### config.mk
export PLATFORM = sky130hd
export DESIGN_NAME = modulus_lut_loader
export DESIGN_NICKNAME = d
export VERILOG_FILES = /design/src/rtl/modulus_lut_pkg.sv /design/src/rtl/lut_term_assembler.sv /design/src/rtl/modulus_lut_loader.sv
export SDC_FILE = /design/constraint.sdc
export NUM_CORES = 2
export LEC_CHECK = 0
export CORE_AREA = 2 2 431 433
export CTS_BUF_LIST = sky130_fd_sc_hd__clkbuf_4 sky130_fd_sc_hd__clkbuf_8
export CTS_CLUSTER_SIZE = 12
export DETAILED_ROUTE_END_ITERATION = 8
export DIE_AREA = 0 0 433 435
export GPL_ROUTABILITY_DRIVEN = 0
export GPL_TIMING_DRIVEN = 0
export PLACE_DENSITY = 0.57
export SETUP_SLACK_MARGIN = 0.02
export SYNTH_ARGS = -nofsm -noshare
export SYNTH_HDL_FRONTEND = slang
export SYNTH_HIERARCHICAL = 1
export SYNTH_SLANG_ARGS = --single-unit
### constraint.sdc
create_clock -name clk -period 8.5 [get_ports clk]
set_input_delay 0.85 -clock clk [delete_from_list [all_inputs] [get_ports clk]]
set_output_delay 0.85 -clock clk [all_outputs]
set_load 0.02 [all_outputs]
### src/rtl/modulus_lut_pkg.sv
// Shared constants, header field layout and FSM encoding for the modulus LUT loader.
package modulus_lut_pkg;

    localparam int MODULUS_WIDTH = 1024;
    localparam int IN_WIDTH      = 64;
    localparam int BEATS         = MODULUS_WIDTH / IN_WIDTH;
    localparam int BEAT_BITS     = $clog2(BEATS);
    localparam int NUM_CHUNKS    = 22;
    localparam int LUT_ADDR_BITS = 9;
    localparam int CHUNK_BITS    = 5;
    localparam int TERM_BITS     = 4;

    localparam int HDR_CHUNK_LSB = 0;
    localparam int HDR_TERM_LSB  = 8;
    localparam int HDR_ADDR_LSB  = 16;
    localparam int HDR_COUNT_LSB = 32;

    typedef enum logic [1:0] {
        ST_IDLE,
        ST_DATA,
        ST_DISCARD
    } load_state_e;

    // Number of terms stored per chunk; out-of-range chunks report zero so
    // every term index fails against them.
    function automatic logic [TERM_BITS-1:0] terms_in_chunk(input logic [CHUNK_BITS-1:0] chunk);
        if (chunk == 5'd0)
            return 4'd6;
        else if (chunk <= 5'd8)
            return 4'd10;
        else if (chunk <= 5'd20)
            return 4'd7;
        else if (chunk == 5'd21)
            return 4'd3;
        else
            return 4'd0;
    endfunction

endpackage

### src/rtl/lut_term_assembler.sv
// Collects BEATS little-endian input beats into one MODULUS_WIDTH term.
// The first BEATS-1 beats are stored; the final beat is forwarded straight through.
module lut_term_assembler
    import modulus_lut_pkg::*;
(
    input  logic                     clk,
    input  logic                     reset,
    input  logic                     clear,
    input  logic                     beat_valid,
    input  logic [IN_WIDTH-1:0]      beat_in,
    output logic                     term_done,
    output logic [MODULUS_WIDTH-1:0] term_data
);

    localparam logic [BEAT_BITS-1:0] LAST_BEAT = BEAT_BITS'(BEATS - 1);

    logic [BEAT_BITS-1:0]              beat_cnt;
    logic [BEATS-2:0][IN_WIDTH-1:0]    fill_q;

    assign term_done = beat_valid && (beat_cnt == LAST_BEAT);
    assign term_data = {beat_in, fill_q};

    // NOTE: sequential state is always updated with <= so every flop samples
    // the pre-edge values of its neighbours, independent of block ordering.
    always_ff @(posedge clk) begin
        if (reset || clear)
            beat_cnt <= '0;
        else if (beat_valid)
            beat_cnt <= term_done ? '0 : beat_cnt + 1'b1;
    end

    // NOTE: the fill storage is deliberately not reset; its contents are only
    // observed after a full entry has been rewritten, so a reset would just
    // add fan-out on a very wide bus.
    always_ff @(posedge clk) begin
        if (beat_valid && !term_done)
            fill_q[beat_cnt] <= beat_in;
    end

endmodule

### src/rtl/modulus_lut_loader.sv
// Header-validated loader that turns a beat stream into one wide LUT write per entry.
// Owns the framing FSM, header checks, address counter and registered write port.
module modulus_lut_loader
    import modulus_lut_pkg::*;
(
    input  logic                     clk,
    input  logic                     reset,
    input  logic                     s_valid,
    output logic                     s_ready,
    input  logic [IN_WIDTH-1:0]      s_data,
    input  logic                     s_last,
    output logic                     wr_valid,
    output logic [CHUNK_BITS-1:0]    wr_chunk,
    output logic [TERM_BITS-1:0]     wr_term,
    output logic [LUT_ADDR_BITS-1:0] wr_addr,
    output logic [MODULUS_WIDTH-1:0] wr_data,
    output logic                     busy,
    output logic                     load_done,
    output logic                     err
);

    load_state_e state_q, state_d;

    logic ready_q;
    logic accept;

    logic [CHUNK_BITS-1:0]    hdr_chunk;
    logic [TERM_BITS-1:0]     hdr_term;
    logic [LUT_ADDR_BITS-1:0] hdr_addr;
    logic [LUT_ADDR_BITS-1:0] hdr_count_m1;
    logic [LUT_ADDR_BITS:0]   hdr_end;
    logic                     hdr_ok;

    logic [CHUNK_BITS-1:0]    chunk_q;
    logic [TERM_BITS-1:0]     term_q;
    logic [LUT_ADDR_BITS-1:0] addr_q;
    logic [LUT_ADDR_BITS-1:0] left_q;

    logic hdr_start;
    logic write_fire;
    logic done_fire;
    logic err_set;

    logic                     asm_beat_valid;
    logic                     term_done;
    logic [MODULUS_WIDTH-1:0] term_data;

    assign s_ready = ready_q;
    assign accept  = s_valid && ready_q;
    assign busy    = (state_q != ST_IDLE);

    assign hdr_chunk    = s_data[HDR_CHUNK_LSB +: CHUNK_BITS];
    assign hdr_term     = s_data[HDR_TERM_LSB  +: TERM_BITS];
    assign hdr_addr     = s_data[HDR_ADDR_LSB  +: LUT_ADDR_BITS];
    assign hdr_count_m1 = s_data[HDR_COUNT_LSB +: LUT_ADDR_BITS];

    // Carry out of the last-entry address means the load would wrap the table.
    assign hdr_end = {1'b0, hdr_addr} + {1'b0, hdr_count_m1};
    assign hdr_ok  = (hdr_chunk < CHUNK_BITS'(NUM_CHUNKS))
                  && (hdr_term < terms_in_chunk(hdr_chunk))
                  && !hdr_end[LUT_ADDR_BITS];

    assign asm_beat_valid = accept && (state_q == ST_DATA);

    lut_term_assembler u_assembler (
        .clk        (clk),
        .reset      (reset),
        .clear      (hdr_start),
        .beat_valid (asm_beat_valid),
        .beat_in    (s_data),
        .term_done  (term_done),
        .term_data  (term_data)
    );

    // NOTE: every signal driven here gets a default first, so no path through
    // the case statement can leave one unassigned and infer a latch.
    always_comb begin
        state_d    = state_q;
        hdr_start  = 1'b0;
        write_fire = 1'b0;
        done_fire  = 1'b0;
        err_set    = 1'b0;
        unique case (state_q)
            ST_IDLE: begin
                if (accept) begin
                    if (s_last) begin
                        err_set = 1'b1;
                    end else if (hdr_ok) begin
                        state_d   = ST_DATA;
                        hdr_start = 1'b1;
                    end else begin
                        state_d = ST_DISCARD;
                        err_set = 1'b1;
                    end
                end
            end
            ST_DATA: begin
                if (accept) begin
                    write_fire = term_done;
                    if (s_last) begin
                        state_d = ST_IDLE;
                        if (term_done && left_q == '0)
                            done_fire = 1'b1;
                        else
                            err_set = 1'b1;
                    end else if (term_done && left_q == '0) begin
                        // Packet ran past its declared length: keep what was written, drop the rest.
                        state_d = ST_DISCARD;
                        err_set = 1'b1;
                    end
                end
            end
            ST_DISCARD: begin
                if (accept && s_last)
                    state_d = ST_IDLE;
            end
            default: state_d = ST_IDLE;
        endcase
    end

    always_ff @(posedge clk) begin
        if (reset) begin
            state_q   <= ST_IDLE;
            ready_q   <= 1'b0;
            err       <= 1'b0;
            wr_valid  <= 1'b0;
            load_done <= 1'b0;
            wr_chunk  <= '0;
            wr_term   <= '0;
            wr_addr   <= '0;
            wr_data   <= '0;
            chunk_q   <= '0;
            term_q    <= '0;
            addr_q    <= '0;
            left_q    <= '0;
        end else begin
            state_q   <= state_d;
            ready_q   <= 1'b1;
            err       <= err | err_set;
            wr_valid  <= write_fire;
            load_done <= done_fire;
            if (hdr_start) begin
                chunk_q <= hdr_chunk;
                term_q  <= hdr_term;
                addr_q  <= hdr_addr;
                left_q  <= hdr_count_m1;
            end else if (write_fire) begin
                addr_q <= addr_q + 1'b1;
                left_q <= left_q - 1'b1;
            end
            if (write_fire) begin
                wr_chunk <= chunk_q;
                wr_term  <= term_q;
                wr_addr  <= addr_q;
                wr_data  <= term_data;
            end
        end
    end

endmodule
# After elaboration in Yosys (flattened, before gate mapping)

Cells that the tools add are included.

Register bits after elaboration: 2039
Input bits: 68
Output and inout port bits: 1047
Word-level logic and storage cells: 106

Add/subtract/negate cells: 4
$lt $le $gt $ge: 6
Equality and inequality tests: 9
Multiplexer cells: 35
Bitwise operators: 4
Reduce and logical (&&, ||, !) cells: 19

Operator list:

| cell                                                                         | number |
|---|---|
| 960-bit bitwise mux                                                          | 1 |
| 64-bit demux with 4-bit select                                               | 1 |
| 64-bit two-way mux                                                           | 1 |
| 9-bit two-way mux                                                            | 4 |
| 2-bit two-way mux                                                            | 8 |
| 1-bit two-way mux                                                            | 14 |
| 4-bit two-way mux                                                            | 3 |
| 9-bit by 9-bit adder with 10-bit output                                      | 1 |
| 9-bit by 1-bit adder with 9-bit output, second input constant                | 1 |
| 1-bit logical AND                                                            | 9 |
| 9-bit logical NOT                                                            | 1 |
| 9-bit by 1-bit subtractor with 9-bit output, second input constant           | 1 |
| 2-bit != test, second input constant                                         | 4 |
| 2-bit one-hot mux with 3 select lines                                        | 1 |
| 5-bit == test, second input constant                                         | 1 |
| 5-bit by 4-bit <= comparator with 1-bit output, second input constant        | 1 |
| 5-bit <= comparator, second input constant                                   | 1 |
| 5-bit logical NOT                                                            | 1 |
| 4-bit by 5-bit less-than comparator with 1-bit output, second input constant | 1 |
| 5-bit less-than comparator, second input constant                            | 1 |
| 5-bit AND reduction                                                          | 1 |
| 4-bit by 1-bit adder with 4-bit output, second input constant                | 1 |
| 4-bit == test, second input constant                                         | 1 |
| 4-bit by 1-bit >= comparator with 1-bit output, second input constant        | 1 |
| 13 further kinds                                                             | 17 |

# Longest topological paths before layout

Word-level depth: 13
Gate-level depth with buffers: 13
Mapped depth without buffers: 10

# Modules after synthesis

Netlist, hierarchy kept.

By module, submodules not included:

| module             | instances | cells an instance | area an instance (sq um) | seq. area each (sq um) |
|---|---|---|---|---|
| modulus_lut_loader | 1         | 4743              | 37593.6                  | 21520.6 |
| lut_term_assembler | 1         | 1073              | 29678.5                  | 28907.7 |

# Worst setup path before layout

Ideal clock, no wire load.

Kind: input -> register
From: in s_valid
To: reg u_assembler.fill_q, in the netlist u_assembler/term_data[704], enable pin
Setup time: 565 ps
Arrival time: 5796 ps
Path slack: 2139 ps
Cell stages on the path: 5
Buffers on the path: 2
Cell sequence: and4b_1 buf_4 buf_2 nand2_1 nor3_1

Longest elaborated chain between the ends: 5

RTL lines:

| what                          | line                     | RTL |
|---|---|---|
| start, declared               | modulus_lut_loader.sv:8  | `input logic s_valid,` |
| 1-bit logical AND *           | modulus_lut_loader.sv:49 | `assign accept = s_valid && ready_q;` |
| 1-bit logical AND *           | modulus_lut_loader.sv:63 | `assign asm_beat_valid = accept && (state_q == ST_DATA);` |
| named net asm_beat_valid      | modulus_lut_loader.sv:44 | `logic asm_beat_valid;` |
| 1-bit logical AND             | lut_term_assembler.sv:20 | `assign term_done = beat_valid && (beat_cnt == LAST_BEAT);` |
| 1-bit logical NOT             | lut_term_assembler.sv:36 | `if (beat_valid && !term_done)` |
| 1-bit logical AND *           | lut_term_assembler.sv:36 |  |
| end signal, assigned by index | lut_term_assembler.sv:37 | `fill_q[beat_cnt] <= beat_in;` |
| end, declared                 | lut_term_assembler.sv:18 | `logic [BEATS-2:0][IN_WIDTH-1:0] fill_q;` |

The timed path passes the listed nets; every way through them passes the cells marked *.
A chain may end at the register's enable or synchronous reset.

# Worst setup path in the final report

From: reg state_q[0]
To: reg wr_data[208]

Longest elaborated chain between the ends: 5

RTL lines:

| what                                     | line                      | RTL |
|---|---|---|
| start, declared                          | modulus_lut_loader.sv:22  | `load_state_e state_q, state_d;` |
| start signal, assigned                   | modulus_lut_loader.sv:137 | `state_q <= state_d;` |
| 2-bit by 1-bit == test with 1-bit output | modulus_lut_loader.sv:63  |  |
| 1-bit logical AND                        | modulus_lut_loader.sv:63  |  |
| named net asm_beat_valid                 | modulus_lut_loader.sv:44  |  |
| 1-bit logical AND                        | lut_term_assembler.sv:20  |  |
| named net term_done                      | modulus_lut_loader.sv:45  | `logic term_done;` |
| 1-bit two-way mux                        | modulus_lut_loader.sv:98  | `if (accept) begin` |
| 1-bit two-way mux                        | modulus_lut_loader.sv:83  | `unique case (state_q)` |
| end signal, assigned                     | modulus_lut_loader.sv:155 | `wr_data <= term_data;` |
| end, declared                            | modulus_lut_loader.sv:16  | `output logic [MODULUS_WIDTH-1:0] wr_data,` |

The timed path passes the listed nets, and every way through them passes these cells.

==> metrics.md <==
| Metric | Value |
|---|---|
| Worst r2r path cells | 12 |
| Clock sinks | 2,039 |
| FF-to-FF Start | state_q[0] |
| Share of cells above drive strength 1 | 0.121 |
| Gr usage total | 0.284 |
| FF+latch count, synth | 2,039 |
| Netlist cell types | 55 |
| Area of the core | 184,000 sq um |
| NumNets Final | 7,409 |
| CP Class | reg -> reg |
| CTS tree | built |
| Rows | 158 |
| Sequential fraction of the synthesis area | 0.750 |
| Vias in the first global route | 47,793 |
| Via count | 50,119 |
| Ys async rst share | 0 |
| Internal reg-to-reg setup slack | 4.86 ns |
| Tmin final | 3.64 ns |
| Area contributors post-synth | edfxtp_1, dfxtp_1, nand2_1 |
| Relative slew slack | -0.0137 |
| Setup ws final | 4.86 ns |
| CP max FO | 10 |
| Syn nets | 5,901 |
| Tot Pwr | 0.0198 W |
| EDFF count, synth | 960 |
| Setup Skew | 0.0752 ns |
| WL/cell | 27.2 um |
| Yosys top cell area share | 0.429 |
| Unrepaired setup endpoints after global routing | false |
| CTS Hold Buffers Added | 0 |
| Depth of the CTS H-tree | 5 |
| CTS root buf | clkbuf_8 |
| Main synth FF type | dfxtp_1 |
| Fill cell count | 16,800 |
| Status | complete, but fails checks |
| Antenna violations before repair | 30 |
| Routed wire length | 274,000 um |
| Post-CTS Resized | 0 |
| Worst setup EP type | register |
| Max-cap viol count | 1 |
| Slew @ Worst Pin | 1.52 ns |
| Setup Buffers After CTS | 0 |
| Yosys warns | 6 |
| Final setup violation count | 0 |
| Failing checks | capacitance limit, slew limit |
| Pwr dens | 221 nW/um^2 |
| Initial Utilization | 0.366 |
| Worst Setup EP | wr_data[208] |
| # placed instances | 9,450 |
| CP startpoint kind | register |
| Placed wire-length estimate | 190,000 um |
| Fin area | 89,500 sq um |
| Num CTS Buffers | 352 |
| Top-Level Pins | 1,115 |
| Top post-synthesis cells by count | nand2_1, dfxtp_1, a21oi_1 |
| Final Max Tran Viols | 17 |
| Top-count cell post-synth | nand2_1 |
| Vias per Instance | 4.96 |
| Avg Cell Area, Syn | 11.6 sq um |
| Max Buffers Root-to-Sink | 4 |
| Area of placed instances | 82,300 sq um |
| Clk slew on worst S/H paths | 0.06 ns |
| DRT iter0 DRCs | 3,908 |
| Fin. Hold Viols | 0 |
| DRC | 0 |
| Period Utilization, post-route | 0.429 |
| Post-Place Worst Slack | 3.89 ns |
| Remaining antenna violation count | 0 |
| Die height | 435 um |
| Die width | 433 um |
| Area Growth Syn to Fin | 33.0% |
| Leading area contributor after synthesis | edfxtp_1 |
| Total grt overflow | 0 |
| Port Buf Inserts | 1,114 |
| Worst setup path startpoint | state_q[0] |
| First-pass DRT Iterations | 6 |
| LEAKAGE | 29.2 nW |
| Post-Syn Area | 67,300 sq um |
| Worst skew pair latency | 1.08 ns |
| Cells after synthesis | 5,816 |
| Fmax | 0.274 GHz |
| Largest net degree at the start of global routing | 53 |
| First-pass GRT wire length | 372,000 um |
| RR Endpoint | wr_data[208] |
| Worst hold path type | in -> reg |
| CP required | 9.46 ns |
| Crit path arrival time | 4.60 ns |
| Non-filler cells, final | 10,099 |
| Die area | 188,000 sq um |
| VDD IR max | 0.150 mV |
## state kept, by name (all words and copies together), names as in the netlist
register               count
wr_data                 1024
u_assembler/term_data    960
addr_q                     9
left_q                     9
wr_addr                    9
chunk_q                    5
wr_chunk                   5
term_q                     4
u_assembler/beat_cnt       4
wr_term                    4
state_q                    2
err                        1
load_done                  1
s_ready                    1
wr_valid                   1
## area by class of cell
class	count	area, sq um	share of cell area
Antenna cell	21	52.6	0.000587
Buffer	429	2240	0.0250
Clock buffer	562	6720	0.0750
Clock inverter	66	443	0.00495
Inverter	8	30.0	0.000336
Multi-Input combinational cell	3340	14600	0.163
Sequential cell	2039	50400	0.564
Tap cell	2480	3100	0.0347
Timing Repair Buffer	1154	11800	0.132
## worst min-delay path by stage
stage	start	to	depth (start not counted)	slack, ns
after global placement	term_q[0]	wr_term[0]	2	0.44
after CTS	s_data[17]	u_assembler/term_data[81]	1	0.28
after detailed placement	term_q[0]	wr_term[0]	2	0.44
after global routing	s_data[17]	u_assembler/term_data[81]	1	0.31
after floorplan	chunk_q[0]	wr_chunk[0]	2	0.43
final	s_data[3]	u_assembler/term_data[707]	1	0.38
## metrics by stage
stage	setup TNS, ns	hold WS [ns]	utilization
4_1_cts	0	0.276	0.486
5_1_grt	0	0.314	0.486
3_3_place_gp	-483.55	0.438	0.443
3_5_place_dp	0	0.442	0.447
6_report	0	0.381	0.486
2_1_floorplan	0	0.428	-
## critical path, stage by stage, from the launching register on
cell	delay, ns
dfxtp_1	0.47
and4b_1	0.24
buf_4	0.18
buf_2	0.24
nand3_2	0.15
nor2_1	0.13
buf_2	0.22
and3_1	0.18
buf_2	0.15
buf_2	0.68
buf_2	0.36
nand2_1	0.33
a21oi_1	0.21
## cell families after synthesis
kind of cell    after synthesis  synth area share
simple gates               2194             0.126
flops                      2039             0.750
compound gates             1112            0.0851
buf+inv                     437            0.0336
fa+ha+maj                    17           0.00316
xor+xnor                     15           0.00195
mux                           2          0.000298
## cells in the final DEF, fill, tap and decap left out, drive strengths merged, types with 4 or more instances in the layout
cell / n
a211oi: 16
a21o: 5
a21oi: 1062
and2: 14
and3: 5
and4: 4
buf: 273
bufinv: 4
clkbuf: 774
clkdlybuf4s50: 1098
clkinv: 49
clkinvlp: 10
dfxtp: 1079
diode: 21
edfxtp: 960
ha: 17
inv: 11
nand2: 2098
nand3: 17
nand4: 4
nor2: 8
nor3: 25
o21ai: 13
or3: 4
xnor2: 6
xor2: 9
## layer usage
metal,vias to the layer above,global-route usage,routed length [um]
met5,-,0,13
met4,2,0.154,15800
met3,555,0.0749,22000
met2,2144,0.466,131000
met1,24698,0.338,105000
li1,22720,-,-
## power by group
group	leakage (nW)	switching [W]	internal, W
clock	3.83	0.00399	0.00511
combinational	8.06	0.000326	0.0000863
sequential	17.3	0.00000485	0.0103
(Power assumes the default switching activity.)
